[src/rtl/byte_word_packer_if.sv]
// Byte-in / word-out handshake bundle for byte_word_packer.
// master drives bytes and accepts words; slave is the packer.
interface byte_word_packer_if #(
  parameter int N = 32
);
  logic [7:0]   in_byte;
  logic         in_valid;
  logic         in_ready;
  logic         flush;
  logic [N-1:0] out_word;
  logic [3:0]   out_be;
  logic         out_valid;
  logic         out_ready;
  logic [2:0]   lane;

  modport master (
    output in_byte, in_valid, flush, out_ready,
    input  in_ready, out_word, out_be, out_valid, lane
  );

  modport slave (
    input  in_byte, in_valid, flush, out_ready,
    output in_ready, out_word, out_be, out_valid, lane
  );
endinterface

[src/rtl/byte_word_packer.sv]
// Packs a byte stream into 32-bit words with byte enables, lane 1 = bits 7:0.
// Define PACKER_FLUSH_EN to let flush emit a partially filled word.
module byte_word_packer_lane (
  input  logic       clk,
  input  logic       rst,
  input  logic       wr,
  input  logic       clr,
  input  logic [7:0] din,
  output logic [7:0] q,
  output logic       be
);
  always_ff @(posedge clk) begin
    if (rst || clr) begin
      q  <= '0;
      be <= 1'b0;
    end else if (wr) begin
      q  <= din;
      be <= 1'b1;
    end
  end
endmodule

module byte_word_packer #(
  parameter int N = 32
) (
  input  logic              clk,
  input  logic              rst,
  byte_word_packer_if.slave bus
);
  localparam int NUM_LANES = N / 8;

  if (N != 32) begin : g_bad_n
    $error("byte_word_packer: only N=32 is supported");
  end

  typedef enum logic {FILL, HOLD} state_t;

  state_t state, state_nx;
  logic [2:0] lane, lane_nx;
  logic       out_valid, out_valid_nx;
  logic       accept, flush_go, clr;
  logic [NUM_LANES-1:0]      wr_sel;
  logic [NUM_LANES-1:0]      be;
  logic [NUM_LANES-1:0][7:0] lane_q;

  assign accept = (state == FILL) && bus.in_valid;
  assign clr    = (state == HOLD) && bus.out_ready;

`ifdef PACKER_FLUSH_EN
  // A byte arriving with flush is written first, so lane 1 with a byte still emits.
  assign flush_go = (state == FILL) && bus.flush && (accept || lane != 3'd1);
`else
  logic unused_flush;
  assign unused_flush = bus.flush;
  assign flush_go     = 1'b0;
`endif

  always_comb begin
    state_nx     = state;
    lane_nx      = lane;
    out_valid_nx = out_valid;
    case (state)
      FILL: begin
        if (accept)
          lane_nx = (lane == 3'd4) ? 3'd1 : lane + 3'd1;
        if ((accept && lane == 3'd4) || flush_go) begin
          state_nx     = HOLD;
          lane_nx      = 3'd1;
          out_valid_nx = 1'b1;
        end
      end
      HOLD: begin
        if (bus.out_ready) begin
          state_nx     = FILL;
          out_valid_nx = 1'b0;
        end
      end
      default: begin
        state_nx     = FILL;
        lane_nx      = 3'd1;
        out_valid_nx = 1'b0;
      end
    endcase
  end

  always_ff @(posedge clk) begin
    if (rst) begin
      state     <= FILL;
      lane      <= 3'd1;
      out_valid <= 1'b0;
    end else begin
      state     <= state_nx;
      lane      <= lane_nx;
      out_valid <= out_valid_nx;
    end
  end

  for (genvar k = 0; k < NUM_LANES; k++) begin : g_lane
    assign wr_sel[k] = accept && (lane == 3'(k + 1));
    byte_word_packer_lane u_lane (
      .clk (clk),
      .rst (rst),
      .wr  (wr_sel[k]),
      .clr (clr),
      .din (bus.in_byte),
      .q   (lane_q[k]),
      .be  (be[k])
    );
  end

  assign bus.in_ready  = (state == FILL);
  assign bus.out_word  = lane_q;
  assign bus.out_be    = be;
  assign bus.out_valid = out_valid;
  assign bus.lane      = lane;
endmodule

[src/flat_wrapper.sv]
// flat-port wrapper written by rule: the top's interface ports become plain ports
module byte_word_packer_flat 
#(
  parameter int N = 32
)
  (clk, rst, bus_in_byte, bus_in_valid, bus_flush, bus_out_ready, bus_in_ready, bus_out_word, bus_out_be, bus_out_valid, bus_lane);
  byte_word_packer_if #(.N(N)) bus_i ();
  input  logic clk;
  input  logic rst;
  input wire logic [$bits(bus_i.in_byte)-1:0] bus_in_byte;
  input wire logic [$bits(bus_i.in_valid)-1:0] bus_in_valid;
  input wire logic [$bits(bus_i.flush)-1:0] bus_flush;
  input wire logic [$bits(bus_i.out_ready)-1:0] bus_out_ready;
  output wire logic [$bits(bus_i.in_ready)-1:0] bus_in_ready;
  output wire logic [$bits(bus_i.out_word)-1:0] bus_out_word;
  output wire logic [$bits(bus_i.out_be)-1:0] bus_out_be;
  output wire logic [$bits(bus_i.out_valid)-1:0] bus_out_valid;
  output wire logic [$bits(bus_i.lane)-1:0] bus_lane;
  assign bus_i.in_byte = bus_in_byte;
  assign bus_i.in_valid = bus_in_valid;
  assign bus_i.flush = bus_flush;
  assign bus_i.out_ready = bus_out_ready;
  assign bus_in_ready = bus_i.in_ready;
  assign bus_out_word = bus_i.out_word;
  assign bus_out_be = bus_i.out_be;
  assign bus_out_valid = bus_i.out_valid;
  assign bus_lane = bus_i.lane;
  byte_word_packer #(.N(N)) u_core (.clk(clk), .rst(rst), .bus(bus_i));
endmodule
[config.mk]
export PLATFORM = sky130hd
export DESIGN_NAME = byte_word_packer_flat
export DESIGN_NICKNAME = d
export VERILOG_FILES = /design/src/rtl/byte_word_packer_if.sv /design/src/rtl/byte_word_packer.sv /design/src/flat_wrapper.sv
export SDC_FILE = /design/constraint.sdc
export NUM_CORES = 1
export LEC_CHECK = 0
export CAP_MARGIN = 15
export CORE_MARGIN = 4
export CORE_UTILIZATION = 35
export CTS_CLUSTER_DIAMETER = 30
export DETAILED_ROUTE_END_ITERATION = 6
export DONT_BUFFER_PORTS = 1
export PLACE_DENSITY = 0.49
export RECOVER_POWER = 25
export SYNTH_ARGS = -nofsm -noshare
export SYNTH_HDL_FRONTEND = slang
export SYNTH_SLANG_ARGS = --single-unit
[constraint.sdc]
create_clock -name clk -period 1.23 [get_ports clk]
set_input_delay 0 -clock clk [delete_from_list [all_inputs] [get_ports clk]]
set_output_delay 0 -clock clk [all_outputs]
set_load 0.02 [all_outputs]
==> parameters.txt, run 1 <==
Parameter                              Value

Outcome
  Run status ... finished with violations
  Failing checks ... negative setup slack

Job
  Maximum Capacitance Violations ... 0

Global routing
  Total GRT Usage ... 13.74%
  Number of global-route vias before repair ... 1140
  Overall overflow remaining after global route ... 0
  First-pass GRT wire length ... between 5000 and 6000 um
  Antenna violations before repair ... 0
  Pin count of the biggest net entering global routing ... 38

Worst setup path
  Arrival time of data at the critical path endpoint ... ~1.5 ns
  Worst r2r path cells ... 6
  Critical Path End ... u_core.g_lane[1].u_lane.q[7]
  Register-to-register setup slack ... -0.08 ns
  Maximum fanout along the worst path ... 9
  Worst setup path category ... flip-flop to flip-flop
  Startpoint types ... flip-flop
  Worst r2r src ... u_core.bus.lane[0]
  Endpoint of the lowest-slack register-to-register path ... u_core.g_lane[1].u_lane.q[7]
  Startpoint of the worst setup timing path ... u_core.bus.lane[0]
  Worst EP required ... approximately 1.4 ns
  Kind of end point of the critical path ... flip-flop

Clock network
  TritonCTS clock tree ... built
  Buffer depth of the longest clock path ... 2
  # clock sinks ... 41
  Root Driver ... clkbuf_8
  Worst skew pair latency ... 0.29 ns
  Clock slew at the register clock pins of the worst setup and hold paths ... approximately 0.080 ns
  Number of buffers created by CTS ... 5
  H-tree Lvls ... 2

Final layout
  Antenna diode count ... 0
  Fill cell total of the finished layout ... 421
  Finished Core Util ... 45.52%
  Fraction of layout instances using a drive strength above 1 ... just under 20%
  Commonest non-fill, non-tap cells in the layout ... dfxtp_1 (37), nand2_1 (32), nor2_1 (25)
  Area added between synthesis and finish ... 24.51%
  Post-layout net count ... roughly 210
  Most frequent standard cell in the layout excluding fill and tap cells ... dfxtp_1

Logic synthesis
  Compound-gate portion of the synthesized area ... between 6 and 7%
  Mux contribution to synthesized area ... between 10 and 15%
  Distinct cell type count after synthesis ... 22
  Simple-Gate Fraction of Synth Area ... 19.44%
  Netlist area before placement ... between 1500 and 2000 um2
  Post-Synth Adder-Cell Area ... 3.903%
  Synth Area in XOR/XNOR ... 0.5464%
  Post-synthesis sequential element count ... between 40 and 50
  Synth Area per Inst ... 9.428 um2
  Sequential area share after synthesis ... 51.21%
  Dominant combinational cell family by area after synthesis ... simple AND/OR/NAND/NOR gates
  Post-synthesis cell count ... 170
  Warning count from the yosys run ... 0
  Synth Net Count ... between 150 and 200

Hold path
  Worst min-delay path category ... input port to flip-flop
  Beginning of the worst hold path ... bus_in_valid

Power and ir drop
  Switching share of power ... 27.23%
  Comb pwr share ... approximately an eighth
  Pwr dens ... approximately 1400 nW/um2
  Total net switching power ... 0.7618 mW
  Proportion of power drawn by flip-flops and latches ... between 50% and 60%
  Clock power share ... approximately a third
  VDD IR-drop max ... ~0.00046 V
  Post-route total power ... between 2 and 3 mW
  Static leakage power ... around 0.79 nW
  Internal portion of total power ... roughly 2.0 mW

Drt
  Vias per cell ... just under 5
  Number of nets with antenna violations after routing ... 0
  Starting DRT DRC Count ... between 60 and 70
  DRC Markers ... 0
  Via count ... around 1200
  Total routed wirelength ... 3783 um
  Post-DR wirelength/cell ... approximately 16 um
  Detailed-router iteration count before antenna repair ... 4

Floorplan
  Number of standard-cell rows in the floorplan ... 24
  Die area ... ~5700 um2
  Top-level port count ... between 50 and 60
  Die Y-Extent ... ~76 um
  Starting density of the core ... between 30 and 40%
  Core Box Area ... roughly 4400 um2
  Die Span X ... 75.67 um

Timing
  Setup total negative slack ... -0.8576 ns
  Relative max-transition margin ... approximately 80%
  Final Max Tran Viols ... 0
  Measured slew at the worst slew-check pin ... approximately 0.28 ns
  Final hold viol count ... 0
  Clock skew after layout ... between 0.007 and 0.008 ns
  Unrepaired setup endpoints after global routing ... true
  Setup violation total in the final timing report ... 22
  Minimum setup slack in the final design ... -0.07986 ns
  Period utilization ... 106.5%
  Highest achievable clock rate ... between 0.7 and 0.8 GHz
  Final critical path time including I/O delays and setup ... 1.310 ns

Place
  Final estimated routing congestion in global placement ... about 0.78
  Placed wire-length estimate after detailed placement ... 2728 um
  Number of port buffers ... 0
## flip-flops by register name (all words and copies together), names as in the netlist
name	count
u_core.bus.out_valid	1
u_core.state	1
u_core.bus.lane	3
u_core.g_lane.u_lane.q	32
u_core.g_lane.u_lane.be	4
## through the flow
stage               instances  worst slack (ns)  hold WS (ns)  instance area, um2
floorplan                 170         -0.008287       0.06497                1635
global placement          220          -0.07610       0.06793                1718
detailed placement        220          -0.09812       0.06869                1718
CTS                       240          -0.07314       0.03232                1951
global route              242           -0.1522       0.05654                1996
finish                    242          -0.07986       0.05103                1996
## power groups by stage
stage	Clock, mW	Sequential (mW)	Combinational, mW
2_1_floorplan	0	1.53	0.229
3_3_place_gp	0	1.54	0.291
3_5_place_dp	0	1.54	0.299
4_1_cts	0.948	1.51	0.357
5_1_grt	1.01	1.52	0.412
6_report	0.917	1.51	0.372
## area by class of cell
| class | count | area [um2] | area share, % |
|---|---|---|---|
| sequential | 41 | 830.8 | 41.63 |
| multi-input combinational | 112 | 723.2 | 36.24 |
| timing repair buffer | 24 | 256.5 | 12.85 |
| clock buffer | 6 | 82.58 | 4.138 |
| tap | 52 | 65.06 | 3.260 |
| inverter | 5 | 23.77 | 1.191 |
| clock inverter | 2 | 13.76 | 0.6897 |
## cell usage after synthesis
cell / instances / area, um2
and4bb_1: 2 / 25.02
nand2_1: 32 / 120.1
and3b_1: 1 / 8.760
buf_2: 5 / 25.02
nor3_1: 1 / 5.000
or3_1: 1 / 6.260
ha_1: 5 / 62.56
nor2_1: 25 / 93.84
buf_4: 5 / 37.54
dfxtp_1: 41 / 820.8
nor2b_4: 1 / 13.76
a21o_1: 1 / 7.510
inv_1: 5 / 18.77
a21oi_1: 18 / 90.09
mux2i_1: 18 / 180.2
nand2b_1: 1 / 6.260
buf_6: 3 / 33.78
and4b_1: 1 / 10.01
xnor2_1: 1 / 8.760
nand3b_1: 1 / 7.510
o22ai_1: 1 / 6.260
nand4b_2: 1 / 15.01
## how the worst min path moves through the flow
| stage | endpoint | slack [ns] | cells past startpoint |
|---|---|---|---|
| 3_3_place_gp | u_core.bus.lane[2] | 0.07 | 1 |
| 3_5_place_dp | u_core.bus.lane[2] | 0.07 | 1 |
| 4_1_cts | u_core.state | 0.03 | 2 |
| 2_1_floorplan | u_core.bus.lane[2] | 0.06 | 1 |
| 5_1_grt | u_core.bus.lane[2] | 0.06 | 3 |
| 6_report | u_core.bus.lane[2] | 0.05 | 3 |
## critical path, cell delays in order (launching register included)
cell	delay, ns
dfxtp_4	0.37
inv_4	0.07
ha_1	0.13
and4bb_1	0.24
buf_12	0.15
mux2i_2	0.21
nor2_1	0.05
## layer usage
| metal | track usage, % | vias to the layer above | routed length, um |
|---|---|---|---|
| met5 | 0 | - | 0 |
| met4 | 4.466 | 0 | 42 |
| met3 | 7.124 | 6 | 392 |
| met2 | 20.71 | 37 | 1725 |
| met1 | 16.99 | 557 | 1623 |
| li1 | - | 593 | - |
## kinds of logic (layout without fill, tap and decap cells)
family | Yosys count | count (layout)
muxes | 18 | 18
xor gates and xnor gates | 1 | 1
DFF | 41 | 41
and+or+nand+nor | 67 | 68
adders and majority gates | 5 | 5
buffers and inverters | 18 | 37
AOI/OAI and AO/OA | 20 | 20
## repair_timing
| item | 4_1_cts | 5_1_grt |
|---|---|---|
| gates resized for setup | 8 | 5 |
| hold buffers | 10 | 1 |
| setup buffers | 1 | 1 |
| cloned | 1 | 0 |
| hold endpoints to repair | 37 | 2 |
| pin swaps | 1 | 5 |
| setup endpoints to repair | 33 | 39 |
Note: power is estimated with default switching activity, not from simulation.
==> run 2, diff against run 1 <==
--- a/config.mk
+++ b/config.mk
@@ -7,11 +7,11 @@
 export LEC_CHECK = 0
 export CAP_MARGIN = 15
 export CORE_MARGIN = 4
-export CORE_UTILIZATION = 35
+export CORE_UTILIZATION = 50
 export CTS_CLUSTER_DIAMETER = 30
 export DETAILED_ROUTE_END_ITERATION = 6
 export DONT_BUFFER_PORTS = 1
-export PLACE_DENSITY = 0.49
+export PLACE_DENSITY = 0.66
 export RECOVER_POWER = 25
 export SYNTH_ARGS = -nofsm -noshare
 export SYNTH_HDL_FRONTEND = slang
==> parameters.txt, run 2 (synthesis results as in run 1) <==
Parameter                              Value

Power and ir drop
  Comb pwr share ... 15.4% (+2.1 points)
  Total net switching power ... 0.7335 mW (-3.7%)
  Internal portion of total power ... 2.023 mW (-0.61%)
  Switching share of power ... 26.61% (-0.63 points)
  Pwr dens ... 1341 nW/um2 (-4.3%)
  Static leakage power ... 0.7874 nW (+0.10%)
  VDD IR-drop max ... 0.0006510 V (+42%)
  Clock power share ... 30.0% (-2.8 points)
  Proportion of power drawn by flip-flops and latches ... 54.6% (+0.7 points)

Clock network
  Worst skew pair latency ... 0.35 ns (+0.06 ns)
  TritonCTS clock tree ... built
  Buffer depth of the longest clock path ... 2 (unchanged)
  Root Driver ... clkbuf_4
  H-tree Lvls ... 2 (unchanged)
  Clock slew at the register clock pins of the worst setup and hold paths ... 0.11 ns (+0.03 ns)
  Number of buffers created by CTS ... 5 (unchanged)
  # clock sinks ... 41 (unchanged)

Worst setup path
  Kind of end point of the critical path ... flip-flop
  Worst EP required ... 1.47 ns (+0.06 ns)
  Kind of cell with the highest combined delay on the critical path ... flip-flops
  Register-to-register setup slack ... -0.13 ns (-0.05 ns)
  Worst setup path category ... flip-flop to flip-flop
  Arrival time of data at the critical path endpoint ... 1.60 ns (+0.11 ns)
  Startpoint types ... flip-flop
  Worst r2r path cells ... 6 (unchanged)
  Endpoint of the lowest-slack register-to-register path ... u_core.g_lane[1].u_lane.q[3]
  Worst r2r src ... u_core.bus.lane[0]
  Maximum fanout along the worst path ... 5 (-4)
  Chain of cells forming the critical path ... inv_4 -> ha_4 -> and4bb_4 -> buf_12 -> mux2i_1 -> nor2_1
  Biggest cell delay along the critical path ... 0.38 ns (about the same)
  WP buf/inv ... 2 (unchanged)
  Slowest-stage cell, CP ... dfxtp_4

Final layout
  Area added between synthesis and finish ... 28.26%
  Largest registers ... u_core.g_lane.u_lane.q: 32 flops, u_core.g_lane.u_lane.be: 4 flops, u_core.bus.lane: 3 flops
  Fraction of layout instances using a drive strength above 1 ... 24.62% (+5.1 points)
  Fill cell total of the finished layout ... 264 (-37%)
  Most flops, register ... u_core.g_lane.u_lane.q
  Most frequent standard cell in the layout excluding fill and tap cells ... dfxtp_1
  Commonest non-fill, non-tap cells in the layout ... dfxtp_1 (37), nand2_1 (29), nor2_1 (24)
  Finished Core Util ... 67.34% (+22 points)
  Max FFs per register ... 32 (unchanged)
  Post-layout net count ... 213 (+2.9%)
  Sequential cell area in the final layout ... 830.8 um2 (unchanged)
  Area taken by multi-input logic gates ... 770.7 um2 (+6.6%)
  Antenna diode count ... 0 (unchanged)
  Post-route non-filler standard cell count ... 239 (-1.2%)

Timing
  Final hold viol count ... 0 (unchanged)
  Setup total negative slack ... -2.795 ns (-1.938 ns)
  Unrepaired setup endpoints after global routing ... true
  Measured slew at the worst slew-check pin ... 0.2710 ns (-0.008205 ns)
  Final Max Tran Viols ... 0 (unchanged)
  Hold Slack ... 0.04497 ns (-0.006062 ns)
  Highest achievable clock rate ... 0.7379 GHz (-3.4%)
  Period utilization ... 110.2% (+3.7 points)
  Clock skew after layout ... 0.01325 ns (+0.005714 ns)
  Minimum setup slack in the final design ... -0.1253 ns (-0.04541 ns)
  Setup violation total in the final timing report ... 38 (+73%)
  Relative max-transition margin ... 81.91% (+0.55 points)
  Final critical path time including I/O delays and setup ... 1.355 ns (+0.04541 ns)

Drt
  Via count ... 1238 (+3.8%)
  Post-DR wirelength/cell ... 16.44 um (+5.1%)
  DRC Markers ... 0 (unchanged)
  Total routed wirelength ... 3928 um (+3.8%)
  Detailed-routed wire length on met2 ... 1978 um (+15%)
  Wire length on met1 ... 1523 um (-6.2%)
  Number of nets with antenna violations after routing ... 0 (unchanged)
  Vias per cell ... 5.180 (+5.1%)
  Metal3 WL ... 357 um (-8.9%)
  Highest routed layer ... met4
  Starting DRT DRC Count ... 36 (-42%)
  Detailed-router iteration count before antenna repair ... 4 (unchanged)

Floorplan
  Number of standard-cell rows in the floorplan ... 20 (-17%)
  Starting density of the core ... 52.50% (+16 points)
  Die Span X ... 64.62 um (-15%)
  Top-level port count ... 54 (unchanged)
  Die area ... 4175 um2 (-27%)
  Core Box Area ... 3053 um2 (-30%)
  Die Y-Extent ... 64.62 um (-15%)

Global routing
  Number of global-route vias before repair ... 1211 (+6.2%)
  Total GRT Usage ... 18.67% (+4.9 points)
  First-pass GRT wire length ... 5885 um (+0.70%)
  Overall overflow remaining after global route ... 0 (unchanged)
  Pin count of the biggest net entering global routing ... 38 (unchanged)
  Antenna violations before repair ... 0 (unchanged)

Outcome
  Failing checks ... negative setup slack
  Run status ... finished with violations

Hold path
  Worst hold path depth ... 3 (unchanged)
  Beginning of the worst hold path ... rst
  End of the worst hold path ... u_core.g_lane[2].u_lane.q[6]
  Worst min-delay path category ... input port to flip-flop

Place
  Final estimated routing congestion in global placement ... 0.7467 (-4.6%)
  Number of port buffers ... 0 (unchanged)
  Pre-CTS setup slack ... -0.2438 ns (-0.1457 ns)
  Placed cell count ... 213 (-3.2%)
  Placed wire-length estimate after detailed placement ... 2508 um (-8.1%)

Job
  Maximum Capacitance Violations ... 0 (unchanged)
run 2: cell types whose count changed in the layout (fill, tap and decap cells not counted), sizes merged:
cell / before / now
clkinv: 2 / 1
dlygate4sd3: 11 / 12
buf: 13 / 16
bufinv: 0 / 1
and4bb: 2 / 3
run 2: worst reg2reg max path: stages, from the launching register on:
cell      delay [ns]
dfxtp_4         0.38
inv_4           0.08
ha_4            0.13
and4bb_4        0.29
buf_12          0.13
mux2i_1         0.20
nor2_1          0.06
run 2: per-layer routing:
metal / up-vias / global-route usage (%)
met3: 6 / 7.799
met1: 577 / 18.74
li1: 607 / -
met5: - / 0
met4: 0 / 7.916
met2: 48 / 33.63
run 2: final cells by class:
| cell class | count | area share, % |
|---|---|---|
| clock buffers | 5 | 1.826 |
| clock inverters | 2 | 1.704 |
| inverters | 5 | 1.035 |
| multi-input cells | 113 | 37.49 |
| flip-flops and latches | 41 | 40.41 |
| well taps | 44 | 2.678 |
| repair buffers | 29 | 14.85 |
run 2: worst max path at each step:
stage / start / endpoint / slack (ns) / cells after the start
CTS: u_core.bus.lane[0] / u_core.g_lane[1].u_lane.q[3] / -0.12 / 6
detailed placement: u_core.bus.lane[1] / u_core.g_lane[0].u_lane.q[3] / -0.24 / 5
global route: u_core.bus.lane[0] / u_core.g_lane[1].u_lane.q[1] / -0.17 / 6
finish: u_core.bus.lane[0] / u_core.g_lane[1].u_lane.q[3] / -0.13 / 6
floorplan: u_core.bus.lane[0] / u_core.g_lane[1].u_lane.q[0] / -0.008 / 6
global placement: u_core.bus.lane[1] / u_core.g_lane[0].u_lane.q[4] / -0.19 / 5
run 2: per-stage QoR:
stage	power, mW	cell area, um2
6_report	2.757	2056
5_1_grt	2.877	2056
4_1_cts	2.738	1942
3_5_place_dp	1.824	1703
3_3_place_gp	1.807	1703
2_1_floorplan	1.755	1635
run 2: power by group through the flow:
stage	registers (mW)	logic [mW]	clock network, mW
3_5_place_dp	1.53	0.290	0
4_1_cts	1.51	0.375	0.858
5_1_grt	1.51	0.463	0.901
2_1_floorplan	1.53	0.229	0
6_report	1.51	0.425	0.826
3_3_place_gp	1.53	0.275	0
run 2: timing repair:
item / in CTS / in global routing
endpoints found under the hold margin: 37 / 1
cloned: 2 / 1
hold buffers: 11 / 1
pin swaps: 0 / 12
setup buffers: 0 / 4
resized for setup: 10 / 13
endpoints found under the setup margin: 37 / 38
